## src/rtl/traffic_pkg.sv

```systemverilog
// Shared lamp codes, phase encodings and sizing helper for the multi-approach
// intersection controller.
package traffic_pkg;

    localparam logic [2:0] LIGHT_GREEN  = 3'b001;
    localparam logic [2:0] LIGHT_YELLOW = 3'b010;
    localparam logic [2:0] LIGHT_RED    = 3'b100;
    localparam logic [2:0] LIGHT_DARK   = 3'b000;

    typedef enum logic [2:0] {
        PH_ALL_RED = 3'd0,
        PH_GREEN   = 3'd1,
        PH_YELLOW  = 3'd2,
        PH_PREEMPT = 3'd3,
        PH_FLASH   = 3'd4
    } phase_t;

    function automatic int max_cyc(input int a, input int b, input int c, input int d);
        int m;
        m = a;
        if (b > m) m = b;
        if (c > m) m = c;
        if (d > m) m = d;
        return m;
    endfunction

endpackage

```

## src/rtl/traffic_next_dir.sv

```systemverilog
// Round-robin demand search: first direction after cur_dir with its sensor set,
// falling back to plain rotation when nobody is waiting.
module traffic_next_dir #(
    parameter int NUM_DIR = 4,
    localparam int DIR_W = $clog2(NUM_DIR)
) (
    input  logic [NUM_DIR-1:0] sensor,
    input  logic [DIR_W-1:0]   cur_dir,
    output logic [DIR_W-1:0]   next_dir
);

    logic             found;
    logic [DIR_W-1:0] idx;

    // k == NUM_DIR lands back on cur_dir, so a lone self-demand keeps the same owner
    always_comb begin
        next_dir = DIR_W'((int'(cur_dir) + 1) % NUM_DIR);
        found    = 1'b0;
        idx      = '0;
        for (int k = 1; k <= NUM_DIR; k++) begin
            idx = DIR_W'((int'(cur_dir) + k) % NUM_DIR);
            if (!found && sensor[idx]) begin
                next_dir = idx;
                found    = 1'b1;
            end
        end
    end

endmodule

```

## src/rtl/traffic_control_multi.sv

```systemverilog
// Intersection phase sequencer: green/yellow/all-red rotation over demanding
// approaches, emergency preemption and a flashing night mode.
module traffic_control_multi
    import traffic_pkg::*;
#(
    parameter int NUM_DIR    = 4,
    parameter int GREEN_CYC  = 16,
    parameter int YELLOW_CYC = 8,
    parameter int ALLRED_CYC = 2,
    parameter int FLASH_CYC  = 4,
    localparam int DIR_W = $clog2(NUM_DIR)
) (
    input  logic                 clk,
    input  logic                 rst_a,
    input  logic [NUM_DIR-1:0]   sensor,
    input  logic                 emerg_req,
    input  logic [DIR_W-1:0]     emerg_dir,
    input  logic                 flash_mode,
    output logic [3*NUM_DIR-1:0] lights,
    output logic [DIR_W-1:0]     active_dir,
    output logic [2:0]           phase
);

    localparam int CNT_W = $clog2(max_cyc(GREEN_CYC, YELLOW_CYC, ALLRED_CYC, FLASH_CYC) + 1);
    localparam int LW    = 3 * NUM_DIR;
    localparam logic [CNT_W-1:0] T_GREEN  = CNT_W'(GREEN_CYC);
    localparam logic [CNT_W-1:0] T_YELLOW = CNT_W'(YELLOW_CYC);
    localparam logic [CNT_W-1:0] T_ALLRED = CNT_W'(ALLRED_CYC);
    localparam logic [CNT_W-1:0] T_FLASH  = CNT_W'(FLASH_CYC);
    localparam logic [DIR_W:0]   DIR_LIMIT = NUM_DIR[DIR_W:0];

    phase_t           state;
    logic [CNT_W-1:0] timer;
    logic             blink_on;
    logic             restart;
    logic             emerg_pend;
    logic [DIR_W-1:0] emerg_lat;
    logic [DIR_W-1:0] search_dir;
    logic [DIR_W-1:0] green_dir;
    logic [DIR_W-1:0] emerg_tgt;
    logic             emerg_ok;
    logic             emerg_act;
    logic             tc;

    traffic_next_dir #(.NUM_DIR(NUM_DIR)) u_next_dir (
        .sensor   (sensor),
        .cur_dir  (active_dir),
        .next_dir (search_dir)
    );

    // Once accepted, the request keeps its original target until it drops
    assign emerg_ok  = emerg_req && ({1'b0, emerg_dir} < DIR_LIMIT);
    assign emerg_act = emerg_pend ? emerg_req : emerg_ok;
    assign emerg_tgt = emerg_pend ? emerg_lat : emerg_dir;
    assign green_dir = restart ? '0 : search_dir;
    assign tc        = (timer == CNT_W'(1));
    assign phase     = state;

    function automatic logic [LW-1:0] one_dir(input logic [2:0] lamp, input logic [DIR_W-1:0] dir);
        logic [LW-1:0] w;
        w = '0;
        for (int i = 0; i < NUM_DIR; i++)
            w[3*i +: 3] = (DIR_W'(i) == dir) ? lamp : LIGHT_RED;
        return w;
    endfunction

    function automatic logic [LW-1:0] all_dirs(input logic [2:0] lamp);
        return {NUM_DIR{lamp}};
    endfunction

    always_ff @(posedge clk or posedge rst_a) begin
        if (rst_a) begin
            state      <= PH_ALL_RED;
            timer      <= T_ALLRED;
            active_dir <= '0;
            lights     <= all_dirs(LIGHT_RED);
            blink_on   <= 1'b0;
            restart    <= 1'b1;
            emerg_pend <= 1'b0;
            emerg_lat  <= '0;
        end else begin
            if (flash_mode || state == PH_FLASH || !emerg_req) begin
                emerg_pend <= 1'b0;
            end else if (!emerg_pend && emerg_ok) begin
                emerg_pend <= 1'b1;
                emerg_lat  <= emerg_dir;
            end

            if (flash_mode && state != PH_FLASH) begin
                state    <= PH_FLASH;
                timer    <= T_FLASH;
                blink_on <= 1'b1;
                lights   <= all_dirs(LIGHT_YELLOW);
            end else begin
                case (state)
                    PH_FLASH: begin
                        if (!flash_mode) begin
                            state   <= PH_ALL_RED;
                            timer   <= T_ALLRED;
                            restart <= 1'b1;
                            lights  <= all_dirs(LIGHT_RED);
                        end else if (tc) begin
                            timer    <= T_FLASH;
                            blink_on <= !blink_on;
                            lights   <= all_dirs(blink_on ? LIGHT_DARK : LIGHT_YELLOW);
                        end else begin
                            timer <= timer - 1'b1;
                        end
                    end
                    PH_ALL_RED: begin
                        if (tc) begin
                            restart <= 1'b0;
                            if (emerg_act) begin
                                state      <= PH_PREEMPT;
                                active_dir <= emerg_tgt;
                                lights     <= one_dir(LIGHT_GREEN, emerg_tgt);
                            end else begin
                                state      <= PH_GREEN;
                                timer      <= T_GREEN;
                                active_dir <= green_dir;
                                lights     <= one_dir(LIGHT_GREEN, green_dir);
                            end
                        end else begin
                            timer <= timer - 1'b1;
                        end
                    end
                    PH_GREEN: begin
                        // Preempting to the owner keeps the green lit without a clearance cycle
                        if (emerg_act && emerg_tgt == active_dir) begin
                            state <= PH_PREEMPT;
                        end else if (emerg_act || tc) begin
                            state  <= PH_YELLOW;
                            timer  <= T_YELLOW;
                            lights <= one_dir(LIGHT_YELLOW, active_dir);
                        end else begin
                            timer <= timer - 1'b1;
                        end
                    end
                    PH_YELLOW: begin
                        if (tc) begin
                            state  <= PH_ALL_RED;
                            timer  <= T_ALLRED;
                            lights <= all_dirs(LIGHT_RED);
                        end else begin
                            timer <= timer - 1'b1;
                        end
                    end
                    PH_PREEMPT: begin
                        if (!emerg_req) begin
                            state  <= PH_YELLOW;
                            timer  <= T_YELLOW;
                            lights <= one_dir(LIGHT_YELLOW, active_dir);
                        end
                    end
                    default: begin
                        state  <= PH_ALL_RED;
                        timer  <= T_ALLRED;
                        lights <= all_dirs(LIGHT_RED);
                    end
                endcase
            end
        end
    end

endmodule

```

## config.mk

```make
export PLATFORM = sky130hd
export DESIGN_NAME = traffic_control_multi
export DESIGN_NICKNAME = d
export VERILOG_FILES = /design/src/rtl/traffic_pkg.sv /design/src/rtl/traffic_next_dir.sv /design/src/rtl/traffic_control_multi.sv
export SDC_FILE = /design/constraint.sdc
export NUM_CORES = 1
export LEC_CHECK = 0
export CORE_MARGIN = 1.5
export CORE_UTILIZATION = 35
export CTS_BUF_LIST = sky130_fd_sc_hd__clkbuf_4
export CTS_CLUSTER_SIZE = 16
export DETAILED_ROUTE_END_ITERATION = 8
export HOLD_SLACK_MARGIN = 0.08
export PLACE_DENSITY = 0.66
export SYNTH_ARGS = -nofsm -noshare
export SYNTH_HDL_FRONTEND = slang
export SYNTH_SLANG_ARGS = --single-unit
```

## constraint.sdc

```tcl
create_clock -name clk -period 3.5 [get_ports clk]
set_clock_uncertainty 0.15 [all_clocks]
set_input_delay 0.7 -clock clk [delete_from_list [all_inputs] [get_ports clk]]
set_output_delay 0.7 -clock clk [all_outputs]
set_load 0.05 [all_outputs]
```

==> Word-level counts from Yosys, hierarchy flattened <==
Cells that the tools add are included.
{ "word_totals": {"romBits": 0, "ff_bits": 27, "latch_bits": 0, "memories": 0, "in_bits": 10, "mem_bits_rw": 0} }
{ "classes": {"n_addsub": 5, "div_mod_pow": 0, "shift": 0, "n_reduce_logical": 31, "n_mux": 68, "multipliers": 0, "n_bitwise": 2, "magnitude_cmp": 4, "n_eq_ne": 27} }
{ "ops": {"columns": ["operator", "n"], "rows": [
  ["two-way mux 12 bit", 9],
  ["case mux 12 bit (5 select lines)", 1],
  ["two-way mux 3 bit", 19],
  ["two-way mux 5 bit", 9],
  ["case mux 5 bit (5 select lines)", 1],
  ["inequality test 3 bit, second input constant", 6],
  ["two-way mux 2 bit", 8],
  ["two-way mux 1 bit", 15],
  ["case mux 3 bit (5 select lines)", 1],
  ["== test 2 bit, first input constant", 6],
  ["< comparator 2 x 3 -> 1 bit, second input constant", 4],
  ["nonzero test 2 bit", 5],
  ["AND reduction 3 bit", 3],
  ["binary-select mux 1 bit (select 2 bit)", 4],
  ["inequality test 4 bit, second input constant", 2],
  ["== test 1 x 2 -> 1 bit, first input constant", 3],
  ["== test 3 x 2 -> 1 bit, second input constant", 2],
  ["logical AND 1 bit", 6],
  ["zero test 1 bit", 6],
  ["zero test 2 bit", 3],
  ["AND reduction 6 bit", 1],
  ["== test 5 x 1 -> 1 bit, second input constant", 1],
  ["AND reduction 5 bit", 1],
  ["subtractor 5 x 1 -> 5 bit, second input constant", 1],
  ["other kinds (14)", 20]
]} }

==> Depth between registers and ports, before layout <==
Gate-level depths: netlist of run 1.
{ "depth": {"word_depth": 20, "depth_mapped": 9} }

==> Cells and area by module <==
Synthesis of run 1 repeated with hierarchy kept, for this count alone.
{ "hier_totals": {"hier_cells": 205, "hier_area_um2": 1830.5} }
{ "modules_own_cells": {"columns": ["mod", "area_per_inst_um2", "cells_per_inst", "instances"], "rows": [
  ["traffic_control_multi", 1725.4, 188, 1],
  ["traffic_next_dir", 105.1, 17, 1]
]} }

==> Worst setup path after synthesis of run 1 <==
No wires, ideal clock.
{ "synth_timing": {"path_kind": "reg2reg", "startpoint": "register active_dir[0]", "endpoint": "register lights[3]", "t_arrival_ns": 3.207, "stages_incl_launch_ff": 10, "path_buffers": 1, "required_ns": 3.224, "setup_time_ns": 0.126, "setup_slack_ns": 0.017, "period_less_slack_ns": 3.483, "path_cell_list": "dfrtp_1 > buf_6 > inv_1 > ha_1 > mux4_2 > nor2b_1 > mux2_4 > or3_4 > nor4b_1 > a221o_1"} }
{ "synth_via": {"elab_chain_len": 20, "word_cells_on_any_way": 35, "cone_classes": "4 x add/sub; 3 x eq/ne; 20 x mux; 8 x reduce/logical"} }
{ "synth_rtl": {"columns": ["element", "line_no", "source"], "rows": [
  ["from (decl)", "traffic_control_multi.sv:20", "output logic [DIR_W-1:0] active_dir,"],
  ["from (signal assigned)", "traffic_control_multi.sv:115", "active_dir <= emerg_tgt;"],
  ["from (signal assigned)", "traffic_control_multi.sv:120", "active_dir <= green_dir;"],
  ["adder 2 x 1 -> 2 bit", "traffic_next_dir.sv:17, traffic_next_dir.sv:21", null],
  ["binary-select mux 1 bit (select 2 bit)", "traffic_next_dir.sv:22", "if (!found && sensor[idx]) begin"],
  ["two-way mux 1 bit (not written as such)", "traffic_next_dir.sv:22", null],
  ["two-way mux 1 bit", "traffic_next_dir.sv:22", null],
  ["zero test 1 bit", "traffic_next_dir.sv:22", null],
  ["logical AND 1 bit", "traffic_next_dir.sv:22", null],
  ["two-way mux 1 bit", "traffic_next_dir.sv:22", null],
  ["zero test 1 bit", "traffic_next_dir.sv:22", null],
  ["(+4 left out)", null, null],
  ["two-way mux 2 bit", "traffic_next_dir.sv:22", null],
  ["two-way mux 2 bit", "traffic_control_multi.sv:55", "assign green_dir = restart ? '0 : search_dir;"],
  ["== test 1 x 2 -> 1 bit", "traffic_control_multi.sv:63", "w[3*i +: 3] = (DIR_W'(i) == dir) ? lamp : LIGHT_RED;"],
  ["two-way mux 3 bit", "traffic_control_multi.sv:63", null],
  ["two-way mux 12 bit", "traffic_control_multi.sv:113", "if (emerg_act) begin"],
  ["two-way mux 12 bit", "traffic_control_multi.sv:111", "if (tc) begin"],
  ["case mux 12 bit (5 select lines)", "traffic_control_multi.sv:95", "case (state)"],
  ["two-way mux 12 bit", "traffic_control_multi.sv:89", "if (flash_mode && state != PH_FLASH) begin"],
  ["to (signal assigned)", "traffic_control_multi.sv:93", "lights <= all_dirs(LIGHT_YELLOW);"],
  ["to (signal assigned)", "traffic_control_multi.sv:101", "lights <= all_dirs(LIGHT_RED);"],
  ["to (signal assigned)", "traffic_control_multi.sv:116", "lights <= one_dir(LIGHT_GREEN, emerg_tgt);"],
  ["to (decl)", "traffic_control_multi.sv:19", "output logic [3*NUM_DIR-1:0] lights,"]
]} }
Several ways; a longest one is shown, not always the timed one. The select of a mux whose other input is x is not followed.
A chain may end at the register's enable or synchronous reset.

==> Worst setup path in the final report of run 1 <==
{ "layout_timing": {"startpoint": "register active_dir[1]", "endpoint": "register lights[3]"} }
Same word-level chain as after synthesis.

==> metrics.txt, run 1 <==
run status=completed; Synth Instances=approximately 210; Pleak=a little over 0.9 nW; Core Region=0.00514 mm2; Yosys reg bits=27; Crit path required time=3.58 ns; Least-Margin Pin Slew=1.03 ns; area of the mapped netlist=0.00188 mm2; I/O Buffers=26; Cell Pwr Density=684 mW/mm2; via/cell ratio=around 5.4; final global-route overflow total=0; DP HPWL=3340 um; Post-CTS Repair Setup Buffers=0; DRT antenna net count=0; vias in the first global route=1629; Hold Crit Class=reg2reg; Routed WL per cell=between 10 and 15 um; Max Fclk=between 300 and 400 MHz; Clock Latency Late Sink=0.33 ns; Area contributors post-synth=dfrtp_1, dfstp_2, a21oi_1; Synth area leader=dfrtp_1; I/O pin count=27; Die Area=0.00581 mm2; root buf cell=clkbuf_4; IR drop worst, VDD=between 0.3 and 0.4 mV; post-CTS resize count=0; Nets=253; top cell type's share of synthesized area=28.0%; initial antenna violation count=0; final setup TNS=0 ns; CP Launch Type=flop; Post-CTS Hold Buffers=0; crit end category=flop; CTS sink cnt=27; Final period util=just under 90%; Detailed Routing Iterations Pass 1=4; dpl ws=0.146 ns; Yosys Warn Count=0; via count=1657; first-pass GRT wire length=7920 um; aggregate global-route resource usage=16.5%; final setup margin=0.429 ns; RSZ-0062 raised after global routing=false; Core Util, Final=roughly 44%; CTS Buf Count=3; CP max stage cell=mux4_2; post-synthesis sequential area ratio=a little over a third; slowest stage delay, CP=0.55 ns; Die H=76.2 um; MaxCap Viol Count=0; htree depth=1; Primary FF master, synth=dfrtp_1; Post-route DRC=0; chip width=roughly 76 um; Final Non-Filler Cells=306; Pins Over Slew Limit=0; r2r setup slk=0.43 ns; cell total after placement=302; worst hold slack=0.360 ns; crit path DAT=3.15 ns; ANT cells=0; area grow syn2layout=21.3%; largest net degree at the start of global routing=28; GPL Wtd Cong=0.851; FFs w/ async S/R, synth=100%; Site Rows=26; crit path kind=reg2reg; Setup-failing EPs final=0; Clock Path Buffers=2; hold violation total from the final report=0; initial DRC count=142; overall routed net length=4560 um; CTS tree=done; most frequent cell after synthesis=nor2_1; Post-synth EDFFs=0; Commonest cells post-synth=nor2_1, dfrtp_1, a21oi_1, nand2_1, o21ai_0; CP cell instances=inv_1, ha_1, mux4_2, nor2b_1, mux2_4, or3_4, nor4b_1, a221o_1; layout cells sized above 1=14.8%; clock-pin slew on the worst setup and hold paths=0.15 ns; Yosys cell types=55; Syn Nets=224; Slew HR=30.9%; Period minus WS final=3.07 ns; syn avg cell area=about 9 um2; starting density of the core=36.5%; Crit Path Max Fanout=6
registers in the layout, summed over array words and instances, names as in the netlist:
name and flops:
active_dir 2, blink_on 1, emerg_lat 2, emerg_pend 1, lights 12, phase 3
restart 1, timer 5
cells in the final DEF, fill, tap and decap left out, types with 5 or more instances in the layout:
cell             synthesis  routed
a21oi_1                 18      18
nor3_1                   6       6
dfrtp_1                 21      21
ha_1                     6       6
clkdlybuf4s50_1          0      26
buf_4                    0      11
nor3b_1                  5       5
dfstp_2                  6       6
nor2_1                  24      24
nand2_1                 16      16
inv_1                   10      10
o21ai_0                 12      12
mux2i_1                  5       5
worst max-delay path, delay by kind of cell (launching register included):
kind	cells	cell delay (ns)
buffers and inverters	1	0.11
muxes	2	0.88
adders and majority gates	1	0.42
DFF	1	0.38
AOI/OAI and AO/OA	1	0.26
and+or+nand+nor	3	0.76
logic make-up after synthesis:
group	synth area share (%)
AO/OA/AOI/OAI	22.7
XOR/XNOR	1.87
buffers and inverters	5.13
multiplexers	10.1
AND/OR/NAND/NOR	19.8
adder cells (fa/ha/maj)	4.00
flip-flops	36.4
path summary, 6_finish.rpt:
kind                                           start                    end  cells after the start
max reg2reg                active_dir[1]$_DFFE_PP0P_  lights[3]$_DFFE_PP0P_                      8
max                        active_dir[1]$_DFFE_PP0P_  lights[3]$_DFFE_PP0P_                      8
min reg2reg                    lights[9]$_DFFE_PP0P_  lights[9]$_DFFE_PP0P_                      1
min                            lights[9]$_DFFE_PP0P_  lights[9]$_DFFE_PP0P_                      1
min in group asynchronous                      rst_a  lights[7]$_DFFE_PP0P_                      2
max in group asynchronous                      rst_a  lights[8]$_DFFE_PP1P_                      3
power by group:
group	switching, mW	leakage, nW	total, mW	internal [mW]
registers	0.0768	0.329	0.483	0.407
logic	0.540	0.570	0.931	0.391
clock network	0.0991	0.0177	0.142	0.0429
total	0.716	0.917	1.56	0.840
per-stage QoR:
step | power [mW] | cell area (um2)
after floorplan | 1.17 | 1880
after global placement | 1.41 | 2250
after detailed placement | 1.42 | 2250
after CTS | 1.57 | 2280
after global routing | 1.69 | 2280
final | 1.56 | 2280
layer usage:
metal	up-vias	GRT usage [%]	share of wire [%]
met4	0	3.33	1.3
met2	31	26.6	46
met3	6	2.63	2.3
met5	-	0	0
met1	788	23.5	50
li1	832	-	-
layout make-up:
| cell class | count | area (um2) |
|---|---|---|
| fill | 555 | 2860 |
| multi-input combinational | 158 | 1100 |
| sequential | 27 | 683 |
| timing repair buffer | 37 | 343 |
| tap | 70 | 87.6 |
| inverter | 10 | 37.5 |
| clock buffer | 3 | 22.5 |
| clock inverter | 1 | 5.00 |
No activity file was read; power rests on OpenSTA's default activity.
==> run 2: changes to the inputs <==
--- a/config.mk
+++ b/config.mk
@@ -15,3 +15,4 @@
 export SYNTH_ARGS = -nofsm -noshare
 export SYNTH_HDL_FRONTEND = slang
 export SYNTH_SLANG_ARGS = --single-unit
+export TNS_END_PERCENT = 1
==> results of run 2 <==
No change in the layout: final DEF, timing and power equal those of run 1.
